### src/rtl/ram_arbiter.sv
// Round-robin arbiter sharing one single-port synchronous RAM between two requesters.
// Optional start-up zeroing of the whole RAM is compiled in with `define RAM_ARB_CLEAR_EN.
module ram_arbiter #(
  parameter int AW = 9,
  parameter int DW = 32
) (
  input  logic          clock,
  input  logic          reset_n,

  input  logic          m0_req,
  input  logic          m0_we,
  input  logic [AW-1:0] m0_addr,
  input  logic [DW-1:0] m0_wdata,
  output logic          m0_gnt,
  output logic          m0_rvalid,
  output logic [DW-1:0] m0_rdata,

  input  logic          m1_req,
  input  logic          m1_we,
  input  logic [AW-1:0] m1_addr,
  input  logic [DW-1:0] m1_wdata,
  output logic          m1_gnt,
  output logic          m1_rvalid,
  output logic [DW-1:0] m1_rdata,

  output logic [AW-1:0] ram_addr,
  output logic          ram_wEn,
  output logic [DW-1:0] ram_wDat,
  output logic          ram_rEn,
  input  logic [DW-1:0] ram_rDat,

  output logic          busy
);

  typedef enum logic [1:0] {
    ST_RESET_HOLD = 2'd0,
    ST_CLEAR      = 2'd1,
    ST_RUN        = 2'd2
  } state_e;

  state_e state_q, state_d;
  logic   last_q, last_d;         // requester granted most recently
  logic   m0_rvalid_q, m0_rvalid_d;
  logic   m1_rvalid_q, m1_rvalid_d;

`ifdef RAM_ARB_CLEAR_EN
  logic [AW-1:0] clr_cnt_q, clr_cnt_d;
`endif

  // NOTE: next-state logic assigns every output a default first, so no path
  // through the case statement can leave a signal unassigned and infer a latch.
  always_comb begin
    state_d     = state_q;
    last_d      = last_q;
    m0_gnt      = 1'b0;
    m1_gnt      = 1'b0;
    ram_addr    = '0;
    ram_wDat    = '0;
    ram_wEn     = 1'b0;
    ram_rEn     = 1'b0;
`ifdef RAM_ARB_CLEAR_EN
    clr_cnt_d   = clr_cnt_q;
`endif

    case (state_q)
      ST_RESET_HOLD: begin
`ifdef RAM_ARB_CLEAR_EN
        state_d = ST_CLEAR;
`else
        state_d = ST_RUN;
`endif
      end

`ifdef RAM_ARB_CLEAR_EN
      ST_CLEAR: begin
        ram_wEn   = 1'b1;
        ram_addr  = clr_cnt_q;
        clr_cnt_d = clr_cnt_q + 1'b1;
        if (clr_cnt_q == '1) begin
          state_d = ST_RUN;
        end
      end
`endif

      ST_RUN: begin
        // Under contention the requester that did not win last time goes first.
        if (m0_req && (!m1_req || last_q)) begin
          m0_gnt = 1'b1;
        end else if (m1_req) begin
          m1_gnt = 1'b1;
        end

        if (m0_gnt) begin
          last_d   = 1'b0;
          ram_addr = m0_addr;
          ram_wEn  = m0_we;
          ram_rEn  = !m0_we;
          ram_wDat = m0_we ? m0_wdata : '0;
        end else if (m1_gnt) begin
          last_d   = 1'b1;
          ram_addr = m1_addr;
          ram_wEn  = m1_we;
          ram_rEn  = !m1_we;
          ram_wDat = m1_we ? m1_wdata : '0;
        end
      end

      default: begin
        state_d = ST_RESET_HOLD;
      end
    endcase
  end

  assign m0_rvalid_d = m0_gnt && !m0_we;
  assign m1_rvalid_d = m1_gnt && !m1_we;

  // NOTE: state registers use non-blocking assignments so every flop samples
  // the values from before the edge, independent of statement order.
  always_ff @(posedge clock or negedge reset_n) begin
    if (!reset_n) begin
      state_q     <= ST_RESET_HOLD;
      last_q      <= 1'b1;
      m0_rvalid_q <= 1'b0;
      m1_rvalid_q <= 1'b0;
    end else begin
      state_q     <= state_d;
      last_q      <= last_d;
      m0_rvalid_q <= m0_rvalid_d;
      m1_rvalid_q <= m1_rvalid_d;
    end
  end

`ifdef RAM_ARB_CLEAR_EN
  always_ff @(posedge clock or negedge reset_n) begin
    if (!reset_n) begin
      clr_cnt_q <= '0;
    end else begin
      clr_cnt_q <= clr_cnt_d;
    end
  end
`endif

  // Read data comes straight from the RAM; rvalid tells each requester whose it is.
  assign m0_rdata  = ram_rDat;
  assign m1_rdata  = ram_rDat;
  assign m0_rvalid = m0_rvalid_q;
  assign m1_rvalid = m1_rvalid_q;
  assign busy      = (state_q != ST_RUN);

endmodule

### config.mk
export PLATFORM = sky130hd
export DESIGN_NAME = ram_arbiter
export DESIGN_NICKNAME = d
export VERILOG_FILES = /design/src/rtl/ram_arbiter.sv
export SDC_FILE = /design/constraint.sdc
export NUM_CORES = 1
export LEC_CHECK = 0
export BUFFER_PORTS_ARGS = -buffer_cell sky130_fd_sc_hd__buf_2
export CAP_MARGIN = 20
export CORE_AREA = 3 3 89 91
export CTS_CLUSTER_SIZE = 8
export DETAILED_ROUTE_END_ITERATION = 10
export DIE_AREA = 0 0 92 94
export GPL_TIMING_DRIVEN = 0
export SYNTH_ARGS = -nofsm -noshare
export SYNTH_HDL_FRONTEND = slang
export SYNTH_SLANG_ARGS = --single-unit
export TNS_END_PERCENT = 100
### constraint.sdc
create_clock -name clock -period 1.64 [get_ports clock]
set_clock_uncertainty 0.05 [all_clocks]
set_input_delay 0.164 -clock clock [delete_from_list [all_inputs] [get_ports clock]]
set_output_delay 0.164 -clock clock [all_outputs]
set_load 0.01 [all_outputs]
Word-level counts from Yosys, hierarchy flattened

Cells that the tools add are included.

Flip-flop bits (word level): 5

Eq/ne operators: 2
Multiplexer cells: 24
Reductions and logical operators: 10

Operators by type and width:

| kind                 | number |
|---|---|
| $mux W32             | 5 |
| $mux W9              | 3 |
| $mux W1              | 15 |
| $pmux W2 S2          | 1 |
| $logic_and A1 B1 Y1  | 3 |
| $logic_not A1 Y1     | 3 |
| $eq A2 B2 Y1 const B | 1 |
| $logic_not A2 Y1     | 1 |
| $ne A2 B2 Y1 const B | 1 |
| $reduce_and A2 Y1    | 1 |
| $reduce_bool A2 Y1   | 1 |
| $logic_or A1 B1 Y1   | 1 |

Longest topological paths before layout

Depth after elaboration: 8
Depth in mapped cells: 5
Gate-level depth less buffers: 4

Worst setup path before layout

OpenSTA, ideal clock, no wires.

Path kind: reg-to-output
Start point: reg last_q
End point: out ram_wDat[10]
Data arrival time: 1.229 ns
Slack: 0.197 ns
Stages on the path, launching flop included: 6
Buffers on the path: 2
Cells stage by stage: dfstp_2 nand2_1 and4_4 buf_6 buf_6 a22o_1

Cells in the longest elaborated chain, start to end: 7

Ends and longest elaborated chain:

| element                  | line | RTL |
|---|---|---|
| start: declaration       | 42   | `logic last_q, last_d;` |
| start signal: assignment | 127  | `last_q <= last_d;` |
| $logic_or A1 B1 Y1 *     | 87   | `if (m0_req && (!m1_req \|\| last_q)) begin` |
| $logic_and A1 B1 Y1 *    | 87   |  |
| $mux W1                  | 87   |  |
| $mux W1                  | 65   | `case (state_q)` |
| $mux W32                 | 99   | `end else if (m1_gnt) begin` |
| $mux W32 *               | 93   | `if (m0_gnt) begin` |
| $mux W32 *               | 65   |  |
| end: declaration         | 28   | `output logic [DW-1:0] ram_wDat,` |

Mark *: on every way between the ends. The rest lies on a longest branch, timed or not. The select of a mux whose other input is x is not followed.

Worst setup path after layout

Start point: reg last_q
End point: out ram_wDat[24]

Same word-level chain as after synthesis.

==> flow_summary.json <==
{
  "area_growth_pct": 122,
  "die_x_um": 92,
  "routed_via_density": 3.86,
  "synth-simple-area-share_pct": 3.02,
  "tns_ns": -2.48,
  "cts_sinks": 4,
  "core.rowCount": 31,
  "synth_compound_area_share_pct": 35.5,
  "utilization_pct": 34.5,
  "route.detailed.drc": 0,
  "post-route-cell-area_mm2": 0.00249,
  "powerDensity_mw_per_mm2": 398,
  "endpoint_kind": "output port",
  "dp_hpwl_mm": 4.85,
  "hold_path_end": "m1_rvalid",
  "synthAdderAreaFrac_pct": 0,
  "synth_top_family_by_area": "buffers and inverters",
  "die_y_um": 94,
  "final_cells": 444,
  "first_pass_iters": 4,
  "synth_area_mm2": 0.00112,
  "layout_setup_ws_ns": -0.0990,
  "p_leak_nw": 1.54,
  "critPathMaxStageDelay_ns": 0.54,
  "start_util_pct": 15.5,
  "r2r_end": "last_q",
  "grt-ovfl-total": 0,
  "synth.area.top_cells": "buf_4 43%, a22o_1 31%, buf_6 7.0%, dfrtp_1 6.7%, dfstp_2 2.3%",
  "grt_usage_pct": 11.4,
  "max_cap_viol_count": 0,
  "synth_fp_nets": 253,
  "peakVddDrop_mv": 0.173,
  "cp_cell_sequence": "nand2_2 > and4_4 > buf_6 > a22o_1 > buf_6",
  "cts_tree": "built",
  "min_period_ns": 1.74,
  "worst-endpoint-required_ns": 1.43,
  "clock_path_buffers": 2,
  "synth_xor_area_share_pct": 0,
  "ff2ff_path_depth": 5,
  "detail-route-antenna-nets": 0,
  "crit_type": "register to output port",
  "critical_path.startpoint_type": "register",
  "drive_gt1_share_pct": 84.9,
  "synthMuxAreaShare_pct": 0,
  "whs_ns": 0.0742,
  "most-common-layout-cells": "188 x buf_2, 66 x buf_4, 39 x a22o_1",
  "synth_top_cell_by_area": "buf_4",
  "fin_nets": 466,
  "placed_cell_area_mm2": 0.00224,
  "cts_buffers": 3,
  "path_max_fanout": 7,
  "worstSkewPairLatency_ns": 0.22,
  "first_iter_violations": 27,
  "grt_antenna_before_repair": 0,
  "avgSynthCellArea_um2": 8.42,
  "finalWeightedCongestion": 0.676,
  "mostFrequentLayoutCell": "buf_2",
  "ys_ff_latch": 4,
  "rsz0062_at_grt": "yes",
  "cpMostUsedCell": "buf_6",
  "h-tree-depth": 1,
  "status": "finished, violations left",
  "hold_violations": 0,
  "wl_per_cell_um": 12.5,
  "final_max_slew_viol_count": 0,
  "grt_max_degree": 11,
  "ys_warn_count": 0,
  "yosysUniqueCellTypes": 19,
  "finalWirelength_mm": 5.57,
  "synthCells": 133,
  "yosysSeqAreaShare_pct": 9.05,
  "r2r-start": "last_q",
  "violations": "setup timing",
  "diodes": 0,
  "whs_path_depth": 2,
  "cts.root.buffer_cell": "clkbuf_8",
  "worst-r2r-setup-slack_ns": 0.47,
  "synth_top_area_share_pct": 42.9,
  "grt_pass1_vias": 1688,
  "place_inst": 431,
  "clkTransAtPathRegs_ns": 0.04,
  "grt_first_pass_wirelength_mm": 7.93,
  "vias": 1715,
  "die_area_mm2": 0.00865,
  "max_freq_mhz": 575,
  "portBuffers": 199,
  "setup_viol": 42,
  "core_mm2": 0.00721,
  "finalCritPeriodShare_pct": 106,
  "hold_start": "m1_we",
  "slowest_stage": "dfstp_2",
  "min-delay-path-class": "input pin to register",
  "ioPinCount": 232,
  "cp_data_arrival_time_ns": 1.52
}
## metrics by stage
| stage | setup WS (ns) | total power, mW |
|---|---|---|
| 3_3_place_gp | 0.0327 | 0.704 |
| 6_report | -0.0990 | 0.989 |
| 5_1_grt | -0.142 | 1.06 |
| 4_1_cts | -0.0992 | 0.987 |
| 3_5_place_dp | 0.00712 | 0.711 |
| 2_1_floorplan | 0.197 | 0.434 |
## report_power, final
part,switching [mW],internal [mW]
registers,0.00753,0.112
clock network,0.0576,0.167
logic,0.265,0.380
total,0.330,0.659
## cells in the mapped netlist
cell type and n:
or2_2 1, buf_2 1, o21ai_0 1, o22ai_1 1, buf_4 64, nand2_1 1
dfrtp_1 3, a22o_1 39, o211ai_2 1, inv_2 2, o2111a_2 1, inv_1 3
a22o_2 2, nand3_1 1, conb_1 1, buf_6 7, dfstp_2 1, and4_4 1
nor2_1 2
## sequential cells by signal, summed over array words and instances, names as in the netlist
register and cells:
m1_rvalid 1, m0_rvalid 1, last_q 1, state_q 1
## cells by family (layout without fill, tap and decap cells)
family,Yosys count,after routing
AO/OA/AOI/OAI,45,45
buffers and inverters,77,289
flip-flops,4,4
other,1,1
AND/OR/NAND/NOR,6,6
## how the worst max path moves through the flow
stage | from | endpoint | slack, ns | cells after the start
after floorplan | last_q | ram_wDat[10] | 0.20 | 5
after global placement | last_q | ram_wDat[27] | 0.03 | 6
after detailed placement | last_q | ram_wDat[24] | 0.007 | 6
after CTS | last_q | ram_wDat[24] | -0.1 | 5
after global routing | last_q | ram_wDat[6] | -0.14 | 5
final | last_q | ram_wDat[24] | -0.1 | 5
## timing repair
action	CTS	global route
hold buffers	1	0
resized for setup	25	11
pin swaps	6	13
setup buffers	4	1
endpoints found under the setup margin	42	42
hold endpoints to repair	4	0
cloned	5	0
## per-layer routing
metal,part of all wire [%],up-vias,global-route usage (%),routed length [µm]
met1,33,749,11.3,1820
li1,-,842,-,-
met2,52,122,21.4,2880
met4,0.20,0,2.23,11
met5,0,-,0,0
met3,15,2,5.85,862
## worst max-delay path: cells and delay by family (launching register included)
family / cells / cell delay (ns)
AO/OA/AOI/OAI: 1 / 0.21
flip-flops: 1 / 0.54
buffers and inverters: 2 / 0.28
AND/OR/NAND/NOR: 2 / 0.27
## layout make-up
cell class                 instances  area (µm²)
multi-input combinational         52         447
fill                             752        4730
tap                               99         124
inverter                           5        21.3
buffer                            71         571
timing repair buffer             209        1180
sequential                         4         103
clock buffer                       4        45.0
(Power assumes the default switching activity.)
